--- src/rtl/sigmoid_arbiter_if.sv ---
// sigmoid_arbiter_if: requester, sigmoid-unit and response bundle shared by the arbiter and its environment.
interface sigmoid_arbiter_if #(
    parameter int NUM_REQ = 4,
    parameter int DATA_W  = 32
);
    logic [NUM_REQ-1:0]        req_valid;
    logic [NUM_REQ-1:0]        req_ready;
    logic [NUM_REQ*DATA_W-1:0] req_data;
    logic [DATA_W-1:0]         sig_in;
    logic [DATA_W-1:0]         sig_out;
    logic [NUM_REQ-1:0]        rsp_valid;
    logic [NUM_REQ-1:0]        rsp_ready;
    logic [NUM_REQ*DATA_W-1:0] rsp_data;
    logic                      busy;

    modport master (
        output req_valid, req_data, sig_out, rsp_ready,
        input  req_ready, sig_in, rsp_valid, rsp_data, busy
    );

    modport slave (
        input  req_valid, req_data, sig_out, rsp_ready,
        output req_ready, sig_in, rsp_valid, rsp_data, busy
    );
endinterface

--- src/rtl/sigmoid_arbiter.sv ---
// sigmoid_arbiter: round-robin, credit-based sharing of one registered sigmoid unit between NUM_REQ lanes.
module sigmoid_arbiter #(
    parameter int NUM_REQ   = 4,
    parameter int DATA_W    = 32,
    parameter int LATENCY   = 1,
    parameter int RES_DEPTH = 2
) (
    input logic clk,
    input logic reset,
    sigmoid_arbiter_if.slave bus
);
    localparam int IW = NUM_REQ > 1 ? $clog2(NUM_REQ) : 1;
    localparam int PW = RES_DEPTH > 1 ? $clog2(RES_DEPTH) : 1;
    localparam int CW = $clog2(RES_DEPTH + 1);

    logic [IW-1:0]      rr_ptr;
    logic [IW-1:0]      winner;
    logic               grant_any;
    logic [NUM_REQ-1:0] eligible;
    logic [NUM_REQ-1:0] push;
    logic [NUM_REQ-1:0] pop;
    logic [CW-1:0]      count    [NUM_REQ];
    logic [CW-1:0]      inflight [NUM_REQ];
    logic [PW-1:0]      rd_ptr   [NUM_REQ];
    logic [PW-1:0]      wr_ptr   [NUM_REQ];
    logic [DATA_W-1:0]  mem      [NUM_REQ][RES_DEPTH];
    logic [LATENCY-1:0] pipe_v;
    logic [IW-1:0]      pipe_id  [LATENCY];

    function automatic logic [PW-1:0] ptr_inc(input logic [PW-1:0] p);
        return (p == PW'(RES_DEPTH - 1)) ? '0 : p + 1'b1;
    endfunction

    // Credits use registered occupancy only, so a pop frees its slot one cycle later.
    always_comb begin
        bus.busy      = |pipe_v;
        bus.rsp_valid = '0;
        bus.rsp_data  = '0;
        eligible      = '0;
        push          = '0;
        pop           = '0;
        for (int i = 0; i < NUM_REQ; i++) begin
            eligible[i] = reset && bus.req_valid[i] &&
                          (({1'b0, count[i]} + {1'b0, inflight[i]}) < (CW+1)'(RES_DEPTH));
            push[i] = pipe_v[LATENCY-1] && (pipe_id[LATENCY-1] == IW'(i));
            pop[i] = bus.rsp_ready[i] && (count[i] != '0);
            bus.rsp_valid[i] = count[i] != '0;
            bus.rsp_data[i*DATA_W +: DATA_W] = mem[i][rd_ptr[i]];
            bus.busy = bus.busy | (count[i] != '0);
        end
    end

    // Scan offsets high to low so the closest eligible lane to rr_ptr is the last to win.
    always_comb begin
        grant_any     = 1'b0;
        winner        = '0;
        bus.req_ready = '0;
        for (int k = NUM_REQ - 1; k >= 0; k--) begin
            if (eligible[(int'(rr_ptr) + k) % NUM_REQ]) begin
                grant_any     = 1'b1;
                winner        = IW'((int'(rr_ptr) + k) % NUM_REQ);
                bus.req_ready = '0;
                bus.req_ready[(int'(rr_ptr) + k) % NUM_REQ] = 1'b1;
            end
        end
        bus.sig_in = grant_any ? bus.req_data[winner*DATA_W +: DATA_W] : '0;
    end

    always_ff @(posedge clk or negedge reset) begin
        if (!reset) begin
            rr_ptr <= '0;
            pipe_v <= '0;
            for (int s = 0; s < LATENCY; s++) pipe_id[s] <= '0;
            for (int i = 0; i < NUM_REQ; i++) begin
                count[i]    <= '0;
                inflight[i] <= '0;
                rd_ptr[i]   <= '0;
                wr_ptr[i]   <= '0;
                for (int d = 0; d < RES_DEPTH; d++) mem[i][d] <= '0;
            end
        end else begin
            if (grant_any) rr_ptr <= (winner == IW'(NUM_REQ - 1)) ? '0 : winner + 1'b1;
            pipe_v[0]  <= grant_any;
            pipe_id[0] <= winner;
            for (int s = 1; s < LATENCY; s++) begin
                pipe_v[s]  <= pipe_v[s-1];
                pipe_id[s] <= pipe_id[s-1];
            end
            for (int i = 0; i < NUM_REQ; i++) begin
                if (push[i]) begin
                    mem[i][wr_ptr[i]] <= bus.sig_out;
                    wr_ptr[i]         <= ptr_inc(wr_ptr[i]);
                end
                if (pop[i]) rd_ptr[i] <= ptr_inc(rd_ptr[i]);
                count[i]    <= count[i] + CW'(push[i]) - CW'(pop[i]);
                inflight[i] <= inflight[i] + CW'(grant_any && (winner == IW'(i))) - CW'(push[i]);
            end
        end
    end
endmodule
--- src/flat_wrapper.sv ---
// flat-port wrapper written by rule: the top's interface ports become plain ports
module sigmoid_arbiter_flat 
#(
    parameter int NUM_REQ   = 4,
    parameter int DATA_W    = 32,
    parameter int LATENCY   = 1,
    parameter int RES_DEPTH = 2
)
  (clk, reset, bus_req_valid, bus_req_data, bus_sig_out, bus_rsp_ready, bus_req_ready, bus_sig_in, bus_rsp_valid, bus_rsp_data, bus_busy);
  sigmoid_arbiter_if #(.NUM_REQ(NUM_REQ), .DATA_W(DATA_W)) bus_i ();
  input logic clk;
  input logic reset;
  input wire logic [$bits(bus_i.req_valid)-1:0] bus_req_valid;
  input wire logic [$bits(bus_i.req_data)-1:0] bus_req_data;
  input wire logic [$bits(bus_i.sig_out)-1:0] bus_sig_out;
  input wire logic [$bits(bus_i.rsp_ready)-1:0] bus_rsp_ready;
  output wire logic [$bits(bus_i.req_ready)-1:0] bus_req_ready;
  output wire logic [$bits(bus_i.sig_in)-1:0] bus_sig_in;
  output wire logic [$bits(bus_i.rsp_valid)-1:0] bus_rsp_valid;
  output wire logic [$bits(bus_i.rsp_data)-1:0] bus_rsp_data;
  output wire logic [$bits(bus_i.busy)-1:0] bus_busy;
  assign bus_i.req_valid = bus_req_valid;
  assign bus_i.req_data = bus_req_data;
  assign bus_i.sig_out = bus_sig_out;
  assign bus_i.rsp_ready = bus_rsp_ready;
  assign bus_req_ready = bus_i.req_ready;
  assign bus_sig_in = bus_i.sig_in;
  assign bus_rsp_valid = bus_i.rsp_valid;
  assign bus_rsp_data = bus_i.rsp_data;
  assign bus_busy = bus_i.busy;
  sigmoid_arbiter #(.NUM_REQ(NUM_REQ), .DATA_W(DATA_W), .LATENCY(LATENCY), .RES_DEPTH(RES_DEPTH)) u_core (.clk(clk), .reset(reset), .bus(bus_i));
endmodule
--- config.mk ---
export PLATFORM = sky130hd
export DESIGN_NAME = sigmoid_arbiter_flat
export DESIGN_NICKNAME = d
export VERILOG_FILES = /design/src/rtl/sigmoid_arbiter_if.sv /design/src/rtl/sigmoid_arbiter.sv /design/src/flat_wrapper.sv
export SDC_FILE = /design/constraint.sdc
export NUM_CORES = 1
export LEC_CHECK = 0
export ABC_AREA = 1
export ABC_CLOCK_PERIOD_IN_PS = 3060
export BUFFER_PORTS_ARGS = -buffer_cell sky130_fd_sc_hd__buf_2
export CAP_MARGIN = 40
export CORE_ASPECT_RATIO = 0.9
export CORE_MARGIN = 3
export CORE_UTILIZATION = 54
export DETAILED_ROUTE_END_ITERATION = 7
export GPL_TIMING_DRIVEN = 0
export MAX_ROUTING_LAYER = met4
export PLACE_DENSITY = 0.81
export SLEW_MARGIN = 10
export SYNTH_ARGS = -nofsm -noshare
export SYNTH_HDL_FRONTEND = slang
export SYNTH_SLANG_ARGS = --single-unit
export TNS_END_PERCENT = 100
--- constraint.sdc ---
create_clock -name clk -period 3.06 [get_ports clk]
set_input_delay 0.306 -clock clk [delete_from_list [all_inputs] [get_ports clk]]
set_output_delay 0.306 -clock clk [all_outputs]
set_load 0.005 [all_outputs]
==> results.yml <==
status:
  status: "finished with violations"
  violations: "setup timing"
setup_path:
  worstSetupPathType: "reg2out"
  r2r_start: "u_core.count[0]"
  start_kind: "register"
  crit_start: "u_core.count[0]"
  reg2reg_depth: 22
  arrival_ps: 3250
  rrSetupSlack_ps: -90
  reg2reg_to: "u_core.inflight[1]"
  cp.required_ps: 2750
  crit_fanout: 7
  endpoint_kind: "primary output"
power:
  p_leak_nw: 10.03
  p_per_area_nw_per_um2: 1209
  peakVddDrop_v: 0.001149
  finalPower_mw: 21.80
cells_and_area:
  final_common_cell: "nand2_1"
  drive_above_1_share: 0.2474
  area_delta_synth_final_pct: 30.62
  stdcell_area_sq_um: 18030
  num-nets-final: 2385
  fin_util: 0.7313
  fill_cells: 1822
  mostFrequentLayoutCells: "nand2_1, buf_2, dfrtp_1"
sta:
  final_hold_viol_count: 0
  holdWs_ps: 29.67
  rsz0062_at_grt: "true"
  finalClockSkew_ps: 17.36
  tightestPinTransition_ps: 739.3
  period_needed_ps: 3555
  post-route-period-util: 1.162
  maxSlewHeadroom: 0.5071
  setup_viol: 35
  setup_ws_ps: -495.0
  fmax_ghz: 0.2813
  maxSlewViolCount: 0
synth:
  netlist_area_sq_um: 13810
  avgSynthCellArea_sq_um: 7.765
  synthTopCellsByArea: "dfrtp_1, nand2_1, o21ai_0, inv_1, ha_1"
  ys_warn_count: 0
  syn_nets: 1977
  synth_area_leader_cell: "dfrtp_1"
  synth_cell_type_count: 30
  ys_seq_area_frac: 0.5165
  synth.ff_latch_count: 285
  syn_inst: 1778
  synth_top_cell_area_share: 0.5165
clock_tree:
  cts_sinks: 285
  root_buffer: "clkbuf_16"
  clkTransAtPathRegs_ps: 60
  cts_buffers: 29
  ctsHtreeMaxLevel: 1
  cts_tree: "done"
  clock_latency_ps: 550
  clockBufferDepth: 3
grt:
  grt_pass1_wl_um: 70920
  grt_use_total: 0.3352
  antenna_found_initial: 1
  grt_max_degree: 88
  grt_pass1_vias: 13355
  gr-total-overflow: 0
routing:
  wl_um: 45960
  drtAntennaViolNets: 0
  drt-pass1-iter-count: 6
  drc_errors: 0
  drtIter0Drc: 1318
  viasPerCell: 5.449
  post_drt_wl_per_cell_um: 18.07
  vias: 13863
floorplan:
  start_util: 0.5599
  dieArea_sq_um: 27530
  pin_count: 339
  die_x_um: 174.6
  coreArea_sq_um: 24660
  die_h_um: 157.7
  fp-row-count: 54
job:
  maxCapViolCount: 0
placed_design:
  detailedPlace.worstSlack_ps: -1029
  place_congestion: 0.9568
  postPlaceCellArea_sq_um: 15980
  hpwlAfterDp_um: 31500
  port_buffers: 338
worst_hold_path:
  min_path_type: "in2async"
cells in the mapped netlist:
library cell,n
a21oi_1,39
a21oi_2,1
buf_1,1
buf_2,8
buf_4,3
buf_6,9
clkbuf_1,80
clkbuf_2,1
clkinv_1,6
clkinv_2,1
dfrtp_1,285
fa_1,4
ha_1,25
inv_1,126
inv_2,2
nand2_1,774
nand2_2,10
nand2_4,2
nand3_1,58
nand3_2,1
nand3b_1,9
nor2_1,15
nor2_4,1
nor3_1,1
nor3_2,1
o21ai_0,267
o21ai_1,24
or2_2,4
xnor2_1,16
xor2_1,4
area by class of cell:
class                   count  area, sq um  share of cell area
clock inverters            14        161.4            0.008950
well taps                 336        420.4             0.02331
diodes                      1        2.502           0.0001388
repair buffers            378         2366              0.1312
plain buffers             101        543.0             0.03011
inverters                 135        514.2             0.02851
multi-input cells        1256         6075              0.3368
flip-flops and latches    285         7133              0.3955
clock buffers              38        819.5             0.04544
stage by stage:
stage	TNS [ps]	instances
6_report	-13210	2544
5_1_grt	-17560	2544
3_3_place_gp	-1186650	2452
4_1_cts	-10460	2536
2_1_floorplan	0	1778
3_5_place_dp	-35750	2454
worst max path at each step:
| stage | endpoint | slack, ps |
|---|---|---|
| 2_1_floorplan | u_core.inflight[1] | 330 |
| 3_3_place_gp | bus_sig_in[3] | -4340 |
| 3_5_place_dp | bus_sig_in[3] | -1030 |
| 4_1_cts | bus_sig_in[11] | -370 |
| 5_1_grt | bus_sig_in[21] | -590 |
| 6_report | bus_sig_in[21] | -490 |
power breakdown:
part           switching, mW  internal, mW
Clock                   1.51          2.14
Combinational           6.83          4.83
Sequential             0.991          5.50
what timing repair did:
item	4_1_cts	5_1_grt
endpoints found under the hold margin	87	0
pin swaps	27	28
gates cloned	7	4
endpoints found under the setup margin	45	38
hold buffers	9	0
resized for setup	87	55
buffers inserted	15	3
worst max-delay path: stages (launching register included):
cell and delay [ps]:
dfrtp_1 400, nand2_1 90, inv_2 40, fa_1 480
nor2_2 170, nand3_2 120, nand2_4 110, buf_6 100
nand2_4 40, nand2_4 70, nand2_2 60, nand2_2 70
nand2_4 60, buf_6 140, buf_8 140, clkbuf_16 150
nand3b_1 110, nand3_1 90, a21oi_1 130, buf_2 140
sequential cells by signal, indices dropped and copies added, names as in the netlist:
name             count
u_core.count         8
u_core.rr_ptr        2
u_core.pipe_v        1
u_core.pipe_id       2
u_core.wr_ptr        4
u_core.inflight      8
u_core.mem         256
u_core.rd_ptr        4
cells by family (layout without fill, tap and decap cells):
logic type / Yosys count / count (layout) / synth area share
adders and majority gates: 29 / 29 / 0.02846
xor gates and xnor gates: 20 / 20 / 0.01269
buffers and inverters: 237 / 666 / 0.07105
DFF: 285 / 285 / 0.5165
AOI/OAI and AO/OA: 331 / 331 / 0.1203
and+or+nand+nor: 876 / 876 / 0.2510
other: 0 / 1 / 0
layer usage:
| layer | routed length, um | global-route usage | vias to the layer above |
|---|---|---|---|
| li1 | - | - | 6398 |
| met1 | 17930 | 0.4216 | 6652 |
| met2 | 22370 | 0.5569 | 699 |
| met3 | 3876 | 0.05683 | 114 |
| met4 | 1785 | 0.1189 | 0 |
| met5 | 0 | - | - |
Power figures use the tool's default switching activity.
